$ cat src/rtl/regfile_wb_ctrl.sv
`timescale 1ns/1ps
// regfile_wb_ctrl: owns the single regfile write port.
// Arbitrates MDU > LSU > ALU results into one registered write per cycle and
// keeps a per-register busy scoreboard for ID hazard detection.
// Optional macro WB_BYPASS_EN adds forwarding of the in-flight write to ID and
// relaxes hazard_o for sources satisfied by that forward.
module regfile_wb_ctrl #(
    parameter int unsigned DATA_W  = 32,
    parameter int unsigned REG_NUM = 32
) (
    input  logic               clk_i,
    input  logic               rst_i,

    input  logic               alu_valid_i,
    input  logic [4:0]         alu_rd_i,
    input  logic [DATA_W-1:0]  alu_data_i,
    output logic               alu_ready_o,

    input  logic               lsu_valid_i,
    input  logic [4:0]         lsu_rd_i,
    input  logic [DATA_W-1:0]  lsu_data_i,
    output logic               lsu_ready_o,

    input  logic               mdu_valid_i,
    input  logic [4:0]         mdu_rd_i,
    input  logic [DATA_W-1:0]  mdu_data_i,
    output logic               mdu_ready_o,

    input  logic               issue_valid_i,
    input  logic [4:0]         issue_rd_i,
    input  logic [4:0]         chk_rs1_i,
    input  logic [4:0]         chk_rs2_i,
    output logic               hazard_o,

    input  logic               flush_i,

    output logic [4:0]         waddr_o,
    output logic [DATA_W-1:0]  wdata_o,

`ifdef WB_BYPASS_EN
    input  logic [4:0]         fwd_raddr1_i,
    input  logic [4:0]         fwd_raddr2_i,
    output logic               fwd_hit1_o,
    output logic               fwd_hit2_o,
    output logic [DATA_W-1:0]  fwd_data1_o,
    output logic [DATA_W-1:0]  fwd_data2_o,
`endif

    output logic [REG_NUM-1:0] busy_o
);

    logic [4:0]         waddr_q, waddr_d;
    logic [DATA_W-1:0]  wdata_q, wdata_d;
    logic [REG_NUM-1:0] busy_q, busy_d;
    logic               rs1_busy, rs2_busy;

    // Fixed-priority grant; nothing is granted while reset is asserted.
    always_comb begin
        mdu_ready_o = rst_i & mdu_valid_i;
        lsu_ready_o = rst_i & lsu_valid_i & ~mdu_valid_i;
        alu_ready_o = rst_i & alu_valid_i & ~lsu_valid_i & ~mdu_valid_i;
    end

    // Select the granted result; idle or r0 writes present address 0, data 0.
    always_comb begin
        waddr_d = '0;
        wdata_d = '0;
        if (mdu_ready_o) begin
            waddr_d = mdu_rd_i;
            wdata_d = mdu_data_i;
        end else if (lsu_ready_o) begin
            waddr_d = lsu_rd_i;
            wdata_d = lsu_data_i;
        end else if (alu_ready_o) begin
            waddr_d = alu_rd_i;
            wdata_d = alu_data_i;
        end
        if (waddr_d == '0) begin
            wdata_d = '0;
        end
    end

    // Scoreboard next state: flush/commit clear first, so a same-edge issue wins.
    always_comb begin
        busy_d = busy_q;
        if (flush_i) begin
            busy_d = '0;
        end else if (waddr_q != '0) begin
            busy_d[waddr_q] = 1'b0;
        end
        if (issue_valid_i && (issue_rd_i != '0)) begin
            busy_d[issue_rd_i] = 1'b1;
        end
        busy_d[0] = 1'b0;
    end

    // Write stage and scoreboard state; reset drops any pending write.
    always_ff @(posedge clk_i or negedge rst_i) begin
        if (!rst_i) begin
            waddr_q <= '0;
            wdata_q <= '0;
            busy_q  <= '0;
        end else begin
            waddr_q <= waddr_d;
            wdata_q <= wdata_d;
            busy_q  <= busy_d;
        end
    end

    // Hazard check; with bypass, a source fed by the in-flight write is not a hazard.
    always_comb begin
        rs1_busy = busy_q[chk_rs1_i];
        rs2_busy = busy_q[chk_rs2_i];
`ifdef WB_BYPASS_EN
        if ((waddr_q != '0) && (waddr_q == chk_rs1_i)) begin
            rs1_busy = 1'b0;
        end
        if ((waddr_q != '0) && (waddr_q == chk_rs2_i)) begin
            rs2_busy = 1'b0;
        end
`endif
        hazard_o = rs1_busy | rs2_busy | busy_q[issue_rd_i];
    end

`ifdef WB_BYPASS_EN
    // Forward the registered write to ID for same-cycle reads.
    always_comb begin
        fwd_hit1_o  = (waddr_q != '0) && (waddr_q == fwd_raddr1_i);
        fwd_hit2_o  = (waddr_q != '0) && (waddr_q == fwd_raddr2_i);
        fwd_data1_o = wdata_q;
        fwd_data2_o = wdata_q;
    end
`endif

    assign waddr_o = waddr_q;
    assign wdata_o = wdata_q;
    assign busy_o  = busy_q;

endmodule

$ cat config.mk
export PLATFORM = sky130hd
export DESIGN_NAME = regfile_wb_ctrl
export DESIGN_NICKNAME = d
export VERILOG_FILES = /design/src/rtl/regfile_wb_ctrl.sv
export SDC_FILE = /design/constraint.sdc
export NUM_CORES = 1
export LEC_CHECK = 0
export BUFFER_PORTS_ARGS = -buffer_cell sky130_fd_sc_hd__buf_4
export CAP_MARGIN = 20
export CORE_ASPECT_RATIO = 1.2
export CORE_MARGIN = 2
export CORE_UTILIZATION = 36
export DETAILED_ROUTE_END_ITERATION = 8
export GPL_TIMING_DRIVEN = 0
export PLACE_DENSITY = 0.64
export REMOVE_ABC_BUFFERS = 1
export SETUP_SLACK_MARGIN = 0.4
export SLEW_MARGIN = 10
export SYNTH_ARGS = -nofsm -noshare
export SYNTH_HDL_FRONTEND = slang
export SYNTH_SLANG_ARGS = --single-unit
$ cat constraint.sdc
create_clock -name clk_i -period 5.65 [get_ports clk_i]
set_clock_uncertainty 0.15 [all_clocks]
set_input_delay 0.8475 -clock clk_i [delete_from_list [all_inputs] [get_ports clk_i]]
set_output_delay 0.8475 -clock clk_i [all_outputs]
set_load 0.05 [all_outputs]
Yosys cells after proc, flatten, opt, wreduce, memory -nomap -nowiden
Index checks and enable logic that the tools add are counted.
{"block": "op_classes", "muxes": 20, "magnitude_cmp": 6, "n_reduce_logical": 6, "bitwise_logic": 13}
{"cell": "32-bit 2-to-1 mux", "count": 7}
{"cell": "32-bit AND", "count": 1}
{"cell": "32-bit NOT", "count": 1}
{"cell": "32-bit OR", "count": 1}
{"cell": "5-bit by 6-bit < comparator with 1-bit output (second input constant)", "count": 4}
{"cell": "1-bit binary-select mux with 5-bit select", "count": 3}
{"cell": "5-bit 2-to-1 mux", "count": 3}
{"cell": "1-bit demux with 5-bit select", "count": 2}
{"cell": "5-bit by 1-bit >= comparator with 1-bit output (second input constant)", "count": 2}
{"cell": "5-bit nonzero test", "count": 2}
{"cell": "1-bit AND", "count": 6}
{"cell": "5-bit zero test", "count": 1}
{"cell": "1-bit 2-to-1 mux", "count": 5}
{"cell": "1-bit logical AND", "count": 3}
{"cell": "1-bit NOT", "count": 2}
{"cell": "1-bit OR", "count": 2}
{"block": "word_totals", "in_bits": 133, "out_inout_bits": 73, "register_bits": 68}

Longest topological paths before layout
{"block": "depth", "word_depth": 10, "mapped_depth": 7, "depth_no_buf": 5}

Least setup slack after synthesis
No wires, ideal clock.
{"block": "synth_timing", "kind": "in2out", "startpoint": "input port issue_rd_i[1]", "endpoint": "output port hazard_o", "setup_slack_ns": 2.186, "arrival_ns": 2.466, "n_path_buf": 1, "cell_stages": 6, "cell_sequence": "buf_2 > mux4_2 > inv_1 > o22ai_1 > nor4bb_1 > nand4_1"}
{"block": "synth_via", "elab_chain_cells": 3}
{"element": "start: declaration", "line_no": "30", "source": "input logic [4:0] issue_rd_i,"}
{"element": "1-bit binary-select mux with 5-bit select", "line_no": "122", "source": "hazard_o = rs1_busy | rs2_busy | busy_q[issue_rd_i];"}
{"element": "1-bit 2-to-1 mux (not written as such)", "line_no": "122"}
{"element": "1-bit OR", "line_no": "122"}
{"element": "end: declaration", "line_no": "33", "source": "output logic hazard_o,"}
Every way passes these cells. The select of a mux whose other input is x is not followed.

Worst setup path in the final report
{"block": "layout_timing", "startpoint": "input port rst_i", "endpoint": "output port lsu_ready_o"}
{"block": "layout_via", "elab_chain_cells": 2}
{"element": "start: declaration", "line_no": "12", "source": "input logic rst_i,"}
{"element": "1-bit AND (2 in a row)", "line_no": "60", "source": "lsu_ready_o = rst_i & lsu_valid_i & ~mdu_valid_i;"}
{"element": "end: declaration", "line_no": "22", "source": "output logic lsu_ready_o,"}
Every way passes these cells.

==> results.ini <==
[power_and_ir_drop]
p_leak_nw = 2.84
p_sw_uw = 459
combPwrFrac_pct = 23.9
internal-power_mw = 1.09
pwr-share-seq_pct = 34.6
powerDensity_nw_per_um2 = 250
swShare_pct = 29.7
power_frac_clock_pct = 41.5
p_total_mw = 1.55
ir_drop_uv = 130

[timing]
setup_ws_ns = 1.71
setup_viol = 0
fmax_mhz = 253
rsz0062_at_grt = false
final_hold_viol_count = 0
min_period_ns = 3.94
drv_slew = 0
relSlewSlack_pct = 37.0
tightest_slew_ns = 0.945
fin_crit_sh_pct = 69.8
setup_tns_ns = 0

[route]
drc_errors = 0
wirelength_um = 14300
drtAntennaViolNets = 0
via_count = 4342
vias_per_cell = 5.49
firstDrtPassIters = 4
wire_per_inst_um = 18.0
drt_iter0_drc = 187

[logic_synthesis]
yosysUniqueCellTypes = 46
avgSynthCellArea_um2 = 9.48
synth_ff_type = dfrtp_1
syn_area_um2 = 4240
synth-seq-cells = 68
yosys_warnings = 0
async_reset_ff_share_pct = 100
synth-seq-area-share_pct = 40.2
postSynthCellCount = 447
synth_edf_count = 0

[cts]
insertion_delay_ns = 0.33
cts_hold_buf = 0
ctsLongestPathBuffers = 2
cts_tree = built
htree_levels = 3
clock-sinks = 68
cts_setup_buffers = 0
root_buffer = clkbuf_16
cts-buffers-inserted = 9
cts_resized = 0
clkTransAtPathRegs_ns = 0.06

[placed_design]
portBuffers = 204
place_ws_ns = 0.861
dp_cells = 774
gp_congestion = 0.927
dp_hpwl_um = 10900
place_area_um2 = 5830

[status]
status = finished, final reports clean

[min_path]
hold_path_class = flop to flop
min_path_cells = 1
hold_path_end = busy_o[7]$_DFF_PN0_
hp-start = busy_o[7]$_DFF_PN0_

[setup_path]
crit_type = input port to output pin
cp.arrival_ns = 2.95
rr_startpoint = waddr_o[1]$_DFF_PN0_
worst_r2r_endpoint = busy_o[6]$_DFF_PN0_
startpoint = rst_i
worst_r2r_path_depth = 3
critPathLaunchType = input port
required_ns = 4.65
cp_max_fo = 77
r2r_slack_ns = 3.93
worstSetupEndpointType = output pin

[floorplan]
die_w_um = 103
initial_core_util_pct = 36.8
rows = 43
die_area_um2 = 12700
die_y_um = 123
coreArea_um2 = 11500
io_pins = 206

[layout]
drive_gt1_share_pct = 42.7
nets = 762
fill_cells = 1099
layout.cells.non_filler = 791
num_antenna_cells = 0
area_growth_pct = 45.9
postLayoutCellArea_um2 = 6180

[global_route]
first_global_vias = 4284
grt_pass1_wl_um = 21700
grt_overflow = 0
grt_max_degree = 78
gr-usage-all-layers_pct = 22.4
grt_antenna_before_repair = 0

[flow_run]
drv_cap = 0

[sequential cells by signal, summed over array words and instances, names as in the netlist]
name and cells:
busy_o 31, waddr_o 5, wdata_o 32
[cell usage in the layout, fill, tap and decap left out, types with 3 or more instances in the layout]
cell type / synthesis / final
clkbuf_16: 0 / 9
nand3_1: 15 / 15
a21oi_2: 11 / 11
buf_4: 2 / 204
mux2_2: 3 / 3
nor2_1: 13 / 13
nand3b_1: 8 / 8
nand2_1: 86 / 86
o2bb2ai_1: 32 / 32
nand2b_1: 7 / 7
nor3b_1: 6 / 6
and2_1: 3 / 3
dfrtp_1: 68 / 68
mux2i_1: 18 / 18
o311ai_0: 4 / 4
bufinv_16: 0 / 3
o22ai_1: 5 / 5
o211ai_1: 13 / 13
or3b_2: 3 / 3
mux4_2: 14 / 14
a21oi_1: 24 / 24
o211a_1: 3 / 3
o21ai_0: 26 / 26
nor2b_1: 5 / 5
buf_8: 0 / 3
inv_1: 7 / 7
a31o_2: 11 / 11
[metal layers]
layer	vias to the layer above	track usage [%]	part of all wire [%]
met5	-	0	0
li1	2015	-	-
met4	0	10.2	2.5
met2	221	36.9	49
met1	2076	26.8	38
met3	30	6.83	11
[stage by stage]
stage	hold WS, ns	util [%]
finish	0.443	53.7
detailed placement	0.436	50.6
global route	0.481	53.7
global placement	0.433	50.1
floorplan	0.402	-
CTS	0.449	53.6
[kinds of logic (layout without fill, tap and decap cells)]
| logic type | count (synthesis) | count (layout) | synth area share [%] |
|---|---|---|---|
| buffers and inverters | 45 | 232 | 5.28 |
| multiplexers | 35 | 35 | 12.5 |
| AO/OA/AOI/OAI | 141 | 141 | 24.0 |
| flip-flops | 68 | 68 | 40.2 |
| other | 1 | 1 | 0.0885 |
| AND/OR/NAND/NOR | 157 | 157 | 18.0 |
[cell usage after synthesis, types with 11 or more instances]
cell,instances,share of area (%)
nand3_1,15,1.8
nor2_1,13,1.2
buf_2,14,1.7
mux4_2,14,7.4
a31o_2,11,2.3
o211ai_1,13,2.3
o21ai_0,26,3.1
nand2_1,86,7.6
a21oi_1,24,2.8
a21oi_2,11,2.3
dfrtp_1,68,40
o2bb2ai_1,32,6.6
mux2i_1,18,4.3
clkbuf_1,18,1.6
[area by class of cell]
| class | instances | area (µm²) | area share, % |
|---|---|---|---|
| Multi-Input combinational cell | 334 | 2320 | 37.5 |
| Timing Repair Buffer | 209 | 1600 | 25.9 |
| Tap cell | 157 | 196 | 3.18 |
| Inverter | 7 | 26.3 | 0.425 |
| Sequential cell | 68 | 1700 | 27.5 |
| Clock inverter | 7 | 115 | 1.86 |
| Clock buffer | 9 | 225 | 3.64 |
[power by group through the flow]
| stage | clock, mW | combinational [mW] | sequential (mW) |
|---|---|---|---|
| floorplan | 0 | 0.0991 | 0.630 |
| global placement | 0 | 0.361 | 0.542 |
| detailed placement | 0 | 0.369 | 0.543 |
| CTS | 0.656 | 0.371 | 0.535 |
| global route | 0.677 | 0.393 | 0.538 |
| finish | 0.642 | 0.369 | 0.535 |
[worst max-delay path by stage]
stage,end,slack [ns],cells after the start
after CTS,lsu_ready_o,0.85,5
final,lsu_ready_o,1.71,5
after detailed placement,lsu_ready_o,0.86,5
after global routing,lsu_ready_o,1.43,5
after floorplan,alu_ready_o,2.29,1
after global placement,lsu_ready_o,0.91,5
[worst max-delay path: stages]
cell and delay [ns]:
buf_4 0.68, nand2_1 0.40, or2_2 0.63, inv_1 0.13, buf_4 0.20
Power figures use the tool's default switching activity.
